### src/rtl/pipe_ctrl_pkg.sv
// Shared encodings for the 5-stage pipeline hazard controller:
// forwarding selects, FSM states and the register-match helper.
package pipe_ctrl_pkg;

    localparam logic [1:0] FWD_REG   = 2'b00;
    localparam logic [1:0] FWD_EXMEM = 2'b01;
    localparam logic [1:0] FWD_MEMWB = 2'b10;

    localparam logic [4:0] REG_ZERO  = 5'd0;

    typedef enum logic {
        RUN   = 1'b0,
        STALL = 1'b1
    } state_t;

    // A later stage supplies src only if it writes a real (non-$zero) register.
    function automatic logic reg_match(input logic       we,
                                       input logic [4:0] dst,
                                       input logic [4:0] src);
        return we && (dst != REG_ZERO) && (dst == src);
    endfunction

endpackage

### src/rtl/pipe_hazard_ctrl_fwd_sel.sv
// Single-operand EXE forwarding select; the younger EXE/MEM result wins
// over MEM/WB because it holds the more recent value of the register.
module fwd_sel
    import pipe_ctrl_pkg::*;
(
    input  logic [4:0] src,
    input  logic       mem_reg_write,
    input  logic [4:0] mem_dst,
    input  logic       wb_reg_write,
    input  logic [4:0] wb_dst,
    output logic [1:0] sel
);

    always_comb begin
        // NOTE: assign a default first so no path leaves sel unassigned (no latch).
        sel = FWD_REG;
        if (reg_match(mem_reg_write, mem_dst, src)) begin
            sel = FWD_EXMEM;
        end else if (reg_match(wb_reg_write, wb_dst, src)) begin
            sel = FWD_MEMWB;
        end
    end

endmodule

### src/rtl/pipe_hazard_ctrl.sv
// Load-use stall / branch flush sequencer with forwarding, ID bypass and
// saturating event counters for the 5-stage MIPS pipeline.
module pipe_hazard_ctrl
    import pipe_ctrl_pkg::*;
#(
    parameter int LOAD_STALL = 1,
    parameter int CNT_W      = 16
) (
    input  logic             clock,
    input  logic             reset,
    input  logic [4:0]       id_rs,
    input  logic [4:0]       id_rt,
    input  logic             id_uses_rt,
    input  logic [4:0]       ex_rs,
    input  logic [4:0]       ex_rt,
    input  logic             ex_mem_read,
    input  logic [4:0]       ex_dst,
    input  logic             mem_reg_write,
    input  logic [4:0]       mem_dst,
    input  logic             mem_branch_taken,
    input  logic             wb_reg_write,
    input  logic [4:0]       wb_dst,
    output logic             pc_write,
    output logic             if_id_write,
    output logic             id_ex_bubble,
    output logic             if_id_flush,
    output logic             id_ex_flush,
    output logic             ex_mem_flush,
    output logic [1:0]       fwd_a,
    output logic [1:0]       fwd_b,
    output logic             id_byp_a,
    output logic             id_byp_b,
    output logic [CNT_W-1:0] stall_cnt,
    output logic [CNT_W-1:0] flush_cnt,
    output logic             busy
);

    localparam logic [1:0] STALL_INIT = 2'(LOAD_STALL - 1);

    state_t           state;
    logic [1:0]       remain;
    logic [CNT_W-1:0] stall_q;
    logic [CNT_W-1:0] flush_q;
    logic             lu;
    logic [1:0]       fwd_a_raw;
    logic [1:0]       fwd_b_raw;

    assign lu = ex_mem_read && (ex_dst != REG_ZERO) &&
                ((ex_dst == id_rs) || (id_uses_rt && (ex_dst == id_rt)));

    always_comb begin
        pc_write     = 1'b1;
        if_id_write  = 1'b1;
        id_ex_bubble = 1'b0;
        if_id_flush  = 1'b0;
        id_ex_flush  = 1'b0;
        ex_mem_flush = 1'b0;
        if (!reset) begin
            if (mem_branch_taken) begin
                if_id_flush  = 1'b1;
                id_ex_flush  = 1'b1;
                ex_mem_flush = 1'b1;
            end else if (state == STALL || lu) begin
                pc_write     = 1'b0;
                if_id_write  = 1'b0;
                id_ex_bubble = 1'b1;
            end
        end
    end

    fwd_sel u_fwd_a (
        .src           (ex_rs),
        .mem_reg_write (mem_reg_write),
        .mem_dst       (mem_dst),
        .wb_reg_write  (wb_reg_write),
        .wb_dst        (wb_dst),
        .sel           (fwd_a_raw)
    );

    fwd_sel u_fwd_b (
        .src           (ex_rt),
        .mem_reg_write (mem_reg_write),
        .mem_dst       (mem_dst),
        .wb_reg_write  (wb_reg_write),
        .wb_dst        (wb_dst),
        .sel           (fwd_b_raw)
    );

    assign fwd_a     = reset ? FWD_REG : fwd_a_raw;
    assign fwd_b     = reset ? FWD_REG : fwd_b_raw;
    assign id_byp_a  = !reset && reg_match(wb_reg_write, wb_dst, id_rs);
    assign id_byp_b  = !reset && reg_match(wb_reg_write, wb_dst, id_rt);
    assign stall_cnt = reset ? '0 : stall_q;
    assign flush_cnt = reset ? '0 : flush_q;
    assign busy      = !reset && (state == STALL);

    // NOTE: state registers use non-blocking assignments so every flop samples pre-edge values.
    always_ff @(posedge clock) begin
        if (reset) begin
            state   <= RUN;
            remain  <= 2'd0;
            stall_q <= '0;
            flush_q <= '0;
        end else begin
            if (id_ex_bubble && (stall_q != '1)) begin
                stall_q <= stall_q + CNT_W'(1);
            end
            if (mem_branch_taken && (flush_q != '1)) begin
                flush_q <= flush_q + CNT_W'(1);
            end

            if (mem_branch_taken) begin
                state  <= RUN;
                remain <= 2'd0;
            end else begin
                case (state)
                    RUN: begin
                        if (lu && (LOAD_STALL > 1)) begin
                            state  <= STALL;
                            remain <= STALL_INIT;
                        end
                    end
                    STALL: begin
                        if (remain <= 2'd1) begin
                            state  <= RUN;
                            remain <= 2'd0;
                        end else begin
                            remain <= remain - 2'd1;
                        end
                    end
                    default: begin
                        state  <= RUN;
                        remain <= 2'd0;
                    end
                endcase
            end
        end
    end

endmodule

### config.mk
export PLATFORM = sky130hd
export DESIGN_NAME = pipe_hazard_ctrl
export DESIGN_NICKNAME = d
export VERILOG_FILES = /design/src/rtl/pipe_ctrl_pkg.sv /design/src/rtl/pipe_hazard_ctrl_fwd_sel.sv /design/src/rtl/pipe_hazard_ctrl.sv
export SDC_FILE = /design/constraint.sdc
export NUM_CORES = 1
export LEC_CHECK = 0
export CORE_ASPECT_RATIO = 0.9
export CORE_MARGIN = 3
export CORE_UTILIZATION = 50
export DETAILED_ROUTE_END_ITERATION = 7
export DONT_BUFFER_PORTS = 1
export GPL_TIMING_DRIVEN = 0
export PLACE_DENSITY_LB_ADDON = 0.15
export SETUP_SLACK_MARGIN = 0.02
export SLEW_MARGIN = 20
export SYNTH_ARGS = -nofsm -noshare
export SYNTH_HDL_FRONTEND = slang
export SYNTH_HIERARCHICAL = 1
export SYNTH_SLANG_ARGS = --single-unit
### constraint.sdc
create_clock -name clock -period 6.5 [get_ports clock]
set_clock_uncertainty 0.15 [all_clocks]
set_input_delay 0.325 -clock clock [delete_from_list [all_inputs] [get_ports clock]]
set_output_delay 0.325 -clock clock [all_outputs]
set_load 0.05 [all_outputs]
==> results.ini, run 1 <==
[cts]
clock_path_buffers=2
cts_made_buffers=5
ctsHoldBuffers=0
worstSkewPairLatency_ns=0.29
cts_tree=built
clockRootBuffer=clkbuf_8
cts_htree_levels=2
cts_resized=0
path_clk_slew_ns=0.07
cts_setup_buffers=0
cts_num_sinks=35

[final_layout]
final_layout_size_suffix_gt1_share_pct=11.59
n_antenna_cell=0
fillers=434
area_growth_pct=8.245
fin_nets=371

[setup_path]
crit_arrival_ns=2.34
worst_setup_path_end_kind=output pin
cp_max_fo=10
max_stage_delay_ns=0.88
path_class=input port to output pin
r2r_setup_slack_ns=4.20
crit_required_ns=6.02
reg2reg_to=stall_q[11]$_SDFFE_PP0P_
r2r_start=stall_q[0]$_SDFFE_PP0P_
worstPathCellList=clkbuf_1, clkbuf_1, clkbuf_1, nor2b_1, buf_4
r2r_cells=7
start_kind=input port
cp_slowest_cell=nor2b_1
critPathMostFrequentCell=clkbuf_1

[die]
ios=87
core_mm2=0.004633
die_area_mm2=0.005861
num_rows=23
die_h_um=72.93
start_util_pct=53.71
die_w_um=80.37

[timing]
fin_tns_setup_ns=0
fmax_ghz=0.3551
period_share_pct=43.33
rsz0062_at_grt=no
hold_viol_final=0
timing.hold.ws_ns=0.07187
drv_slew=0
relSlewSlack_pct=29.05
post-route-min-period_ns=2.816
setup_viol=0
worstMarginPinSlew_ns=1.062

[global_route]
met3_usage_pct=5.432
grt-ovfl-total=0
grtUsageTotal_pct=21.56
grt_pass1_wl_mm=9.936
grt_util_met2_pct=34.10
grt_max_degree=11
first_global_vias=2066
antenna_found_initial=0
global_route.usage.met1_pct=29.20
grt-busiest-layer=met2

[route]
ant_nets=0
route.vias.total=2206
vias_per_cell=5.656
first_iter_violations=109
wire_per_inst_um=15.46
firstDrtPassIters=4
drc=0
wl_mm=6.030

[power_and_ir_drop]
switchingPower_mw=0.1134
p_sw_share_pct=25.25
clockPowerShare_pct=38.9
p_per_area_mw_per_mm2=166.8
seq_power_share_pct=48.4
p_int_mw=0.3358
ir_worst_vdd_mv=0.1274
combPwrFrac_pct=12.7
leakage_nw=0.9095

[logic_synthesis]
synth_common_cells=dfxtp_1, nor2_1, nor2b_1, xor2_1, nand2_1
ys_seq_area_share_pct=28.15
synth-main-ff-cell=dfxtp_1
synthAdderAreaFrac_pct=1.006
ys_ff_latch=35
synth_top_family_by_area=simple AND/OR/NAND/NOR gates
yosysMostFrequentCell=dfxtp_1
yosysTopAreaCell=dfxtp_1
syn_nets=362
ys_types=41
synth_edf_count=0
syn_area_mm2=0.002489
synthCells=318
synthSimpleGateAreaFrac_pct=35.55
netlist.area_leader.share_pct=28.15
ys_warn_count=6
syn_area_per_cell_um2=7.826
yosys.area_share.xor_xnor_pct=15.13
synth_area_leaders=dfxtp_1, xor2_1, nor2b_1
async_flop_share_pct=0
synth_compound_area_share_pct=10.21
synthMuxAreaShare_pct=5.380

[hold_path]
holdPathStages=2
hp-start=mem_branch_taken
worstHoldPathType=input port to flip-flop
holdPathEnd=remain[0]$_SDFFE_PP0P_

[placed_design]
io_buffers=0
hpwl_mm=4.750
gp_congestion=0.9071

[run]
cap_violations=0

[run_status]
outcome=completed

## power by group through the flow
stage | logic [mW] | clock network, mW | registers, mW
after floorplan | 0.0486 | 0 | 0.222
after global placement | 0.0553 | 0 | 0.222
after detailed placement | 0.0576 | 0 | 0.222
after CTS | 0.0577 | 0.180 | 0.217
after global routing | 0.0625 | 0.187 | 0.217
final | 0.0571 | 0.175 | 0.217
## cell type report
type                       instances  area (um^2)  area share (%)
clock buffer                       8        100.1           3.716
tap                               62        77.57           2.880
sequential                        35        700.7           26.01
multi-input combinational        260         1687           62.61
buffer                            14        80.08           2.973
inverter                           9        33.78           1.254
timing repair buffer               2        15.01          0.5574
## per-stage QoR
step	worst slack [ns]	cells	power, mW	utilization, %	cell area [um^2]
after floorplan	3.781	318	0.2704	-	2489
after global placement	3.606	380	0.2775	55.39	2566
after detailed placement	3.636	382	0.2798	55.98	2594
after CTS	3.636	390	0.4549	58.14	2694
after global routing	3.518	390	0.4671	58.14	2694
final	3.684	390	0.4493	58.14	2694
## worst max path at each step
| stage | from | slack [ns] | depth (start not counted) | end |
|---|---|---|---|---|
| global route | reset | 3.52 | 5 | flush_cnt[15] |
| global placement | reset | 3.61 | 4 | id_byp_a |
| CTS | reset | 3.64 | 5 | if_id_flush |
| detailed placement | reset | 3.64 | 5 | if_id_flush |
| finish | reset | 3.68 | 5 | if_id_flush |
| floorplan | reset | 3.78 | 4 | id_byp_a |
## state kept, by name (all words and copies together), names as in the netlist
name,count
flush_q,16
remain,2
stall_q,16
state,1
## cell families after synthesis
kind of cell,Yosys count
flip-flops,35
AND/OR/NAND/NOR,165
buffers and inverters,23
XOR/XNOR,43
adder cells (fa/ha/maj),2
AO/OA/AOI/OAI,38
multiplexers,12
## cells in the final DEF, fill, tap and decap left out, types with 4 or more instances in the layout
| master | instances |
|---|---|
| nand2_1 | 21 |
| xnor2_1 | 18 |
| clkbuf_8 | 7 |
| buf_4 | 5 |
| mux2_2 | 11 |
| xor2_1 | 25 |
| nor2b_1 | 33 |
| nor2_1 | 34 |
| nor4_2 | 4 |
| clkbuf_1 | 8 |
| nand3_1 | 16 |
| or4_1 | 5 |
| nand4_1 | 12 |
| dfxtp_1 | 35 |
| o21ai_0 | 11 |
| a21oi_1 | 13 |
| and3_1 | 4 |
| nor4_1 | 7 |
| inv_1 | 9 |
| nor3_1 | 15 |
| or3_1 | 5 |
## worst max-delay path, delay by kind of cell
family	cells	cell delay, ns
AND/OR/NAND/NOR	1	0.88
buffers and inverters	4	1.12
## per-layer routing
layer / wire [um] / up-vias
met5: 0 / -
met4: 77 / 0
met3: 378 / 8
met2: 2789 / 51
met1: 2783 / 1018
li1: - / 1129
Power figures use the tool's default switching activity.
==> run 2: changes to the inputs <==
- clock period: 6.5 -> 2.6 ns (I/O delays scaled with it)
==> run 2 against run 1 <==
Compared with the run above:
- die area unchanged
- combinational power rose to 2.5 times the previous value
- flip-flop and latch count unchanged
- clock power rose to 2.5 times the previous value
- critical path type unchanged
==> results.ini, run 2 (synthesis gave the netlist of run 1 again) <==
[route]
firstDrtPassIters=4
ant_nets=0
wl_met2_mm=2.810
wl_met3_um=424
route.vias.total=2242
vias_per_cell=5.734
highest_layer=met4
wire_per_inst_um=15.60
wl_mm=6.101
met1Wirelength_mm=2.794
drc=0
first_iter_violations=108

[global_route]
grt_pass1_wl_mm=9.949
antenna_found_initial=0
grt-ovfl-total=0
grtUsageTotal_pct=21.59
grt_max_degree=11
first_global_vias=2067

[cts]
clockRootBuffer=clkbuf_8
cts_num_sinks=35
worstSkewPairLatency_ns=0.29
path_clk_slew_ns=0.07
cts_made_buffers=5
clock_path_buffers=2
cts_htree_levels=2
cts_tree=built

[power_and_ir_drop]
leakage_nw=0.9167
p_per_area_mw_per_mm2=417.0
ir_worst_vdd_mv=0.3191

[timing]
worstMarginPinSlew_ns=1.062
worst_slack_ns=0.1637
fmax_ghz=0.4105
rsz0062_at_grt=no
period_share_pct=93.70
fin_tns_setup_ns=0
relSlewSlack_pct=29.05
hold_viol_final=0
drv_slew=0
setup_viol=0
post-route-min-period_ns=2.436

[setup_path]
crit_required_ns=2.32
cp_slowest_cell=nor2b_1
crit_arrival_ns=2.16
path_class=input port to output pin
max_stage_delay_ns=0.88
start_kind=input port
worstPathCellList=clkbuf_1, clkbuf_1, clkbuf_1, nor2b_1, buf_4
worst_setup_path_end_kind=output pin
cpLargestDelayFamily=buffers and inverters
cp_max_fo=10
critPathMostFrequentCell=clkbuf_1
path_buf_inv=4

[run]
cap_violations=0

[final_layout]
layout_common_cells=dfxtp_1, nor2_1, nor2b_1
fin_cells=391
reg_top3=flush_q (16), stall_q (16), remain (2)
final_layout_size_suffix_gt1_share_pct=11.85
area_growth_pct=8.698
n_antenna_cell=0
fin_nets=372
final_common_cell=dfxtp_1

[die]
start_util_pct=53.71
core_mm2=0.004633
die_h_um=72.93
die_w_um=80.37
num_rows=23
ios=87
die_area_mm2=0.005861

[run_status]
outcome=completed

[placed_design]
io_buffers=0
hpwl_mm=4.750
gp_congestion=0.9071
preCtsSetupSlack_ns=0.1265
dp.cells=382

[hold_path]
worstHoldPathType=input port to flip-flop

-- run 2: cell types whose count changed in the layout (fill, tap and decap cells not counted) --
cell           previous run  this run
buf_1                     1         0
dlygate4sd3_1             0         1
clkbuf_2                  0         1
-- run 2: area by class of cell --
| type | count | area [um^2] |
|---|---|---|
| Buffer | 14 | 81.33 |
| Clock buffer | 8 | 100.1 |
| Fill cell | 431 | 1928 |
| Inverter | 9 | 33.78 |
| Multi-Input combinational cell | 260 | 1687 |
| Sequential cell | 35 | 700.7 |
| Tap cell | 62 | 77.57 |
| Timing Repair Buffer | 3 | 25.02 |
-- run 2: power breakdown --
group	internal (mW)	switching [mW]
combinational	0.0596	0.0855
clock	0.242	0.198
sequential	0.539	0.00377
-- run 2: routing by layer --
layer  GRT usage [%]  vias up
met5               0        -
met4           6.191        0
met3           5.432        7
met2           34.28       67
met1           29.13     1035
li1                -     1133
-- run 2: worst register-to-register path: stages (launching register included) --
cell and delay (ns):
dfxtp_1 0.35, ha_1 0.25, and2_1 0.23, nand2b_1 0.14, o21ai_0 0.17, buf_2 0.26
nor4_1 0.29, mux2_2 0.37
-- run 2: worst paths after layout --
path                            from  slack, ns                       end  cells after the start
min                 mem_branch_taken       0.02   flush_q[0]$_SDFFE_PP0P_                      3
max reg2reg  stall_q[0]$_SDFFE_PP0P_       0.29  stall_q[11]$_SDFFE_PP0P_                      7
max                            reset       0.16               if_id_flush                      5
min reg2reg   remain[1]$_SDFFE_PP0P_       0.31    remain[1]$_SDFFE_PP0P_                      2
-- run 2: stage by stage --
| stage | hold slack, ns | util, % | total power [mW] | area [um^2] |
|---|---|---|---|---|
| 4_1_cts | 0.02406 | 58.36 | 1.139 | 2704 |
| 5_1_grt | 0.06998 | 58.39 | 1.170 | 2705 |
| 2_1_floorplan | 0.1499 | - | 0.6759 | 2489 |
| 3_3_place_gp | 0.1683 | 55.39 | 0.6937 | 2566 |
| 6_report | 0.02380 | 58.39 | 1.128 | 2705 |
| 3_5_place_dp | 0.1784 | 55.98 | 0.6996 | 2594 |
-- run 2: timing repair --
item	in CTS	in global routing
gates resized for setup	0	1
hold buffers	1	0
endpoints found under the setup margin	0	4
endpoints found under the hold margin	3	0
buffers inserted	0	0
